**src/rtl/pipe_hazard_ctrl.sv**
```systemverilog
// Pipeline sequencing controller: load-use interlock, redirect flush and mem_busy freeze for a 3-stage RV32I core.
// Latency: zero-cycle; all control outputs are combinational from state, cnt and the current inputs.
// Backpressure: mem_busy freezes every stage and holds state/cnt; optional PIPECTRL_PERF_EN adds the stall_cycles counter.
module pipe_hazard_ctrl #(
  parameter int LOAD_BUBBLES   = 1,
  parameter int REDIRECT_FLUSH = 1
) (
  input  logic        clk,
  input  logic        rst,
  input  logic [31:0] id_inst,
  input  logic [31:0] exm_inst,
  input  logic        exm_reg_wen,
  input  logic        exm_is_load,
  input  logic        exm_redirect,
  input  logic        mem_busy,
  output logic        pc_stall,
  output logic        pc_redirect,
  output logic        if_id_stall,
  output logic        id_exm_bubble,
  output logic        id_exm_stall,
  output logic        exm_wb_stall
`ifdef PIPECTRL_PERF_EN
  ,
  output logic [31:0] stall_cycles
`endif
);

  typedef enum logic [1:0] {RUN, LDSTALL, FLUSH} state_t;

  // The detection / redirect cycle is itself the first bubble, so the
  // counter reload covers the remaining bubbles minus one.
  localparam logic [2:0] LD_RELOAD = (LOAD_BUBBLES > 1)   ? 3'(LOAD_BUBBLES - 2)   : 3'd0;
  localparam logic [2:0] RD_RELOAD = (REDIRECT_FLUSH > 1) ? 3'(REDIRECT_FLUSH - 2) : 3'd0;

  state_t     state, state_nxt;
  logic [2:0] cnt, cnt_nxt;

  logic [4:0] opc;
  logic [4:0] rd;
  logic       rs1_used, rs2_used, use_haz;

  // Only the opcode, register fields and CSR funct3[2] matter here.
  logic unused_bits;
  assign unused_bits = ^{id_inst[31:25], id_inst[13:12], id_inst[1:0],
                         exm_inst[31:12], exm_inst[6:0]};

  assign opc = id_inst[6:2];
  assign rd  = exm_inst[11:7];

  // Source-register usage decode of the IF/ID instruction.
  always_comb begin
    rs1_used = !((opc == 5'b01101) || (opc == 5'b00101) || (opc == 5'b11011) ||
                 ((opc == 5'b11100) && id_inst[14]));
    rs2_used = (opc == 5'b11000) || (opc == 5'b01000) || (opc == 5'b01100);
    use_haz  = exm_is_load && exm_reg_wen && (rd != 5'd0) &&
               ((rs1_used && (id_inst[19:15] == rd)) ||
                (rs2_used && (id_inst[24:20] == rd)));
  end

  // State and bubble counter register.
  always_ff @(posedge clk) begin
    if (rst) begin
      state <= RUN;
      cnt   <= 3'd0;
    end else begin
      state <= state_nxt;
      cnt   <= cnt_nxt;
    end
  end

  // Next state and stage controls; priority is rst > mem_busy > redirect > load-use.
  always_comb begin
    state_nxt     = state;
    cnt_nxt       = cnt;
    pc_stall      = 1'b0;
    pc_redirect   = 1'b0;
    if_id_stall   = 1'b0;
    id_exm_bubble = 1'b0;
    id_exm_stall  = 1'b0;
    exm_wb_stall  = 1'b0;
    if (rst) begin
      id_exm_bubble = 1'b1;
    end else if (mem_busy) begin
      pc_stall     = 1'b1;
      if_id_stall  = 1'b1;
      id_exm_stall = 1'b1;
      exm_wb_stall = 1'b1;
    end else if (exm_redirect) begin
      pc_redirect   = 1'b1;
      id_exm_bubble = 1'b1;
      state_nxt     = (REDIRECT_FLUSH > 1) ? FLUSH : RUN;
      cnt_nxt       = RD_RELOAD;
    end else begin
      case (state)
        RUN: begin
          if (use_haz) begin
            pc_stall      = 1'b1;
            if_id_stall   = 1'b1;
            id_exm_bubble = 1'b1;
            if (LOAD_BUBBLES > 1) begin
              state_nxt = LDSTALL;
              cnt_nxt   = LD_RELOAD;
            end
          end
        end
        LDSTALL: begin
          pc_stall      = 1'b1;
          if_id_stall   = 1'b1;
          id_exm_bubble = 1'b1;
          if (cnt == 3'd0) state_nxt = RUN;
          else             cnt_nxt   = cnt - 3'd1;
        end
        FLUSH: begin
          id_exm_bubble = 1'b1;
          if (cnt == 3'd0) state_nxt = RUN;
          else             cnt_nxt   = cnt - 3'd1;
        end
        default: state_nxt = RUN;
      endcase
    end
  end

`ifdef PIPECTRL_PERF_EN
  // Saturating count of cycles that stalled the PC or bubbled EXM.
  always_ff @(posedge clk) begin
    if (rst)
      stall_cycles <= 32'd0;
    else if ((pc_stall || id_exm_bubble) && (stall_cycles != 32'hFFFF_FFFF))
      stall_cycles <= stall_cycles + 32'd1;
  end
`endif

endmodule

```
**config.mk**
```make
export PLATFORM = sky130hd
export DESIGN_NAME = pipe_hazard_ctrl
export DESIGN_NICKNAME = d
export VERILOG_FILES = /design/src/rtl/pipe_hazard_ctrl.sv
export SDC_FILE = /design/constraint.sdc
export NUM_CORES = 1
export LEC_CHECK = 0
export CAP_MARGIN = 30
export CORE_MARGIN = 2
export CORE_UTILIZATION = 15
export DETAILED_ROUTE_END_ITERATION = 10
export GPL_TIMING_DRIVEN = 0
export PLACE_DENSITY = 0.91
export SLEW_MARGIN = 40
export SYNTH_ARGS = -nofsm -noshare
export SYNTH_HDL_FRONTEND = slang
export SYNTH_SLANG_ARGS = --single-unit
```
**constraint.sdc**
```tcl
create_clock -name clk -period 1.5 [get_ports clk]
set_input_delay 0.3 -clock clk [delete_from_list [all_inputs] [get_ports clk]]
set_output_delay 0.3 -clock clk [all_outputs]
set_load 0.1 [all_outputs]
```
Word level (Yosys, flattened, before mapping)
Index checks and enable logic that the tools add are counted.
{"block": "totals", "reg_bits": 5, "inputBits": 70, "output_inout_bits": 6, "elab_cells": 58}
{"block": "classes", "n_addsub": 1, "eq_ne": 14, "n_mux": 20, "bitwise_logic": 1, "n_reduce_logical": 20}
{"cell": "$eq 5x4->1 const B", "n": 3}
{"cell": "$eq 5x5->1 const B", "n": 3}
{"cell": "$mux 1", "n": 12}
{"cell": "$eq 5x5->1", "n": 2}
{"cell": "$mux 3", "n": 3}
{"cell": "$logic_and 1x1->1", "n": 6}
{"cell": "$logic_or 1x1->1", "n": 6}
{"cell": "$reduce_and 3->1", "n": 2}
{"cell": "$eq 5x3->1 const B", "n": 1}
{"cell": "$reduce_bool 5->1", "n": 1}
{"cell": "$mux 2", "n": 2}
{"cell": "$ne 2x2->1 const B", "n": 2}
{"cell": "$pmux 1 s2", "n": 2}
{"cell": "$pmux 2 s2", "n": 1}
{"cell": "$logic_not 3->1", "n": 1}
{"cell": "$ne 3x1->1 const B", "n": 1}
{"cell": "$sub 3x1->3 const B", "n": 1}
{"cell": "$eq 2x1->1 const B", "n": 1}
{"cell": "$eq 2x2->1 const B", "n": 1}
{"cell": "$logic_not 2->1", "n": 1}
{"cell": "$reduce_bool 2->1", "n": 1}
{"cell": "$reduce_or 2->1", "n": 1}
{"cell": "$logic_not 1->1", "n": 1}
{"cell": "$not 1->1", "n": 1}

Logic depth before layout (Yosys ltp)
{"block": "logic_depth", "ltp_word": 13, "ltp_mapped": 5, "ltp_nobuf": 4}

Worst setup path after synthesis
OpenSTA, ideal clock, no wires.
{"block": "synth_timing", "path_kind": "input to output", "from": "input port exm_inst[11]", "to": "output port id_exm_bubble", "arrival_ps": 3221, "required_time_ps": 1200, "setup_slack_ps": -2021, "cell_stages": 4, "path_buffers": 0, "cell_sequence": "xor2_1 > a2111oi_2 > a31oi_1 > a211oi_1"}
{"block": "synth_via", "elab_chain_len": 9, "word_cells_on_any_way": 13}
{"item": "start, declared", "line": "11", "rtl": "input logic [31:0] exm_inst,"}
{"item": "$eq 5x5->1, on equally long branches", "line": "56, 57"}
{"item": "$logic_and 1x1->1, on equally long branches", "line": "56, 57"}
{"item": "$logic_or 1x1->1", "line": "56", "rtl": "((rs1_used && (id_inst[19:15] == rd)) ||"}
{"item": "$logic_and 1x1->1 *", "line": "55", "rtl": "use_haz = exm_is_load && exm_reg_wen && (rd != 5'd0) &&"}
{"item": "$mux 1 *", "line": "96", "rtl": "if (use_haz) begin"}
{"item": "$pmux 1 s2 *", "line": "94", "rtl": "case (state)"}
{"item": "$mux 1 *", "line": "88", "rtl": "end else if (exm_redirect) begin"}
{"item": "$mux 1 *", "line": "83", "rtl": "end else if (mem_busy) begin"}
{"item": "$mux 1 *", "line": "81", "rtl": "if (rst) begin"}
{"item": "end, declared", "line": "19", "rtl": "output logic id_exm_bubble,"}
Mark *: on every way between the ends. The rest lies on a longest branch, timed or not.

Worst setup path in the final report
{"block": "layout_timing", "from": "input port exm_inst[8]", "to": "output port pc_stall"}
{"block": "layout_via", "elab_chain_len": 9, "word_cells_on_any_way": 13}
{"item": "$eq 5x5->1, on equally long branches", "line": "56, 57"}
{"item": "$logic_and 1x1->1, on equally long branches", "line": "56, 57"}
{"item": "$logic_or 1x1->1", "line": "56"}
{"item": "$logic_and 1x1->1 *", "line": "55"}
{"item": "$mux 1 *", "line": "96"}
{"item": "$pmux 1 s2 *", "line": "94"}
{"item": "$mux 1 *", "line": "88"}
{"item": "$mux 1 *", "line": "83"}
{"item": "$mux 1 *", "line": "81"}
{"item": "end, declared", "line": "16", "rtl": "output logic pc_stall,"}
Marked as above.

==> reports/qor.csv <==
stage,metric,value,unit
yosys,main combinational cell family by area after synthesis,simple AND/OR/NAND/NOR gates,
sta,crit share post-route,1.30,
worst_hold_path,depth of the worst hold-timing path,3,
finish,"most common cell after layout, fill and taps aside",dlygate4sd2_1,
global_routing,Congestion Overflow GR,0,
finish,sequential cell area,0,um2
finish,"commonest non-fill, non-tap cells in the layout","8 x dlygate4sd2_1, 7 x xor2_1, 7 x buf_2, 5 x buf_4, 5 x buf_6",
yosys,Synth Area in Compound Gates,0.234,
worst_setup_path,Crit Path Class,in -> out,
sta,TNS Setup,-1280,ps
route,DR WL/cell,12.7,um
status,outcome,"complete, but fails checks",
route,drt first-iter violations,0,
sta,slew margin rel.,0.718,
yosys,warnings from Yosys,0,
worst_setup_path,critical path capture point type,primary output,
finish,layout cells sized above 1,0.542,
sta,hold slack,1030,ps
placement,DP Worst Slack,-1080,ps
power_and_ir_drop,Pwr Density,359,nW/um2
finish,Finished Core Util,0.498,
power_and_ir_drop,maximum VDD drop,133,uV
worst_setup_path,"Data arrival, critical path",1650,ps
yosys,mux cell area share after synthesis,0,
sta,min Tclk post-route,1950,ps
sta,final slew viol count,0,
yosys,XOR/XNOR Fraction of Synth Area,0.341,
sta,worst slew pin tran,421,ps
global_routing,GRT Util Overall,0.115,
yosys,adder and majority gate portion of the synthesized area,0,
sta,Final Hold Vio Count,0,
power_and_ir_drop,Logic pwr share,1.000,
yosys,gate count after technology mapping,36,
worst_setup_path,CP peak stage delay,390,ps
die,Core ar.,1560,um2
route,Detail Route Antenna Nets,0,
yosys,Syn Nets,106,
die,I/O Pins,76,
worst_hold_path,WHS Endpoint,pc_redirect,
yosys,Yosys cell types,18,
die,Chip Height,45.4,um
global_routing,initial antenna violation count,0,
route,drt drc,0,
worst_setup_path,Worst setup SP type,input pin,
sta,post-route setup slack,-449,ps
yosys,sequential share of the synthesized area,0,
status,failing checks,negative setup slack,
yosys,syn avg cell area,7.12,um2
sta,RSZ-0062 raised after global routing,true,
global_routing,vias in the first global route,433,
run,Max-Cap Viols,0,
sta,FMAX,513,MHz
power_and_ir_drop,Internal,0.126,mW
die,# rows,14,
finish,ANT cells,0,
global_routing,pin count of the biggest net entering global routing,5,
worst_setup_path,CP Max Fanout,3,
die,Starting Density,0.165,
sta,Final setup viols,3,
worst_hold_path,HP Class,in -> out,
route,DR vias/cell,4.65,
worst_setup_path,Crit. Startpoint,exm_inst[8],
die,Die Width,45.4,um
power_and_ir_drop,Net Sw Frac,0.549,
power_and_ir_drop,register share of total power,0,
worst_setup_path,CP required,1200,ps
die,die area,2060,um2
finish,number of sequential cells,0,
route,Vias,409,
power_and_ir_drop,Pleak,0.330,nW
worst_setup_path,crit path cell chain,buf_2 -> nor3_1 -> a211oi_4 -> a41oi_4 -> o21ai_4 -> buf_12 -> buf_16,
finish,clock buffers,0,
finish,nets,144,
placement,Port Buffers,32,
route,Pre-antenna DRT Iters,1,
power_and_ir_drop,Clock Power Share,0,
power_and_ir_drop,Net Sw Power,0.153,mW
yosys,Simple-Gate Fraction of Synth Area,0.351,
placement,placer congestion estimate,0.641,
worst_hold_path,min-delay src,rst,
route,final WL,1.11,mm
yosys,synthesized area,256,um2
finish,Area Growth Syn to Fin,203,%
global_routing,global-route wire length before repair,1.74,mm
worst_setup_path,slowest cell on the critical path,nor3_1,
[through the flow]
| step | cell area [um2] | power (mW) | instances |
|---|---|---|---|
| 5_1_grt | 777 | 0.294 | 88 |
| 6_report | 777 | 0.279 | 88 |
| 3_3_place_gp | 644 | 0.234 | 84 |
| 2_1_floorplan | 304 | 0.132 | 36 |
| 4_1_cts | 731 | 0.264 | 88 |
| 3_5_place_dp | 614 | 0.229 | 84 |
[cells in the mapped netlist]
master,instances,area [um2]
xor2_1,10,87.6
nor2_1,4,15.0
nor3b_1,3,22.5
a211oi_1,2,15.0
buf_4,2,15.0
nand4_1,2,12.5
nor3_1,2,10.0
a2111oi_2,1,15.0
a21oi_1,1,5.00
a31oi_1,1,6.26
a41oi_1,1,8.76
and2b_4,1,10.0
and4b_1,1,10.0
inv_1,1,3.75
nand2_1,1,3.75
o21ai_0,1,5.00
o21ai_1,1,5.00
or2_1,1,6.26
[power groups by stage]
stage,sequential [mW],clock [mW],combinational [mW]
floorplan,0,0,0.132
global placement,0,0,0.234
detailed placement,0,0,0.229
CTS,0,0,0.264
global route,0,0,0.294
finish,0,0,0.279
[cell families (layout without fill, tap and decap cells)]
| kind of cell | count (synthesis) | after routing |
|---|---|---|
| AOI/OAI and AO/OA | 8 | 8 |
| xor gates and xnor gates | 10 | 10 |
| and+or+nand+nor | 15 | 15 |
| buffers and inverters | 3 | 39 |
[how the worst max path moves through the flow]
stage	cells after the start	endpoint	slack, ps
global placement	7	pc_stall	-1740
detailed placement	7	pc_stall	-1080
global route	8	pc_stall	-510
CTS	8	pc_stall	-430
finish	7	pc_stall	-450
floorplan	4	id_exm_bubble	-700
[layer usage]
layer | wire (um) | share of wire | GRT usage
met1 | 363 | 0.33 | 0.108
met2 | 681 | 0.61 | 0.257
met3 | 47 | 0.042 | 0.00400
met4 | 21 | 0.019 | 0.0235
met5 | 0 | 0 | 0
[layout make-up]
type                       instances  area (um2)
timing repair buffer              36         357
inverter                           1        3.75
fill                             146         782
multi-input combinational         33         369
tap                               16        20.0
buffer                             2        27.5
[worst max-delay path: cells and delay by family]
family                 cells  cell delay (ps)
AOI/OAI and AO/OA          3              540
buffers and inverters      3              420
and+or+nand+nor            1              390
[timing repair]
action | in CTS | in global routing
buffers inserted | 4 | 0
setup endpoints to repair | 6 | 5
hold endpoints to repair | 0 | 0
gates resized for setup | 87 | 15
pin swaps | 18 | 7
hold buffers | 0 | 0
Power figures use the tool's default switching activity.
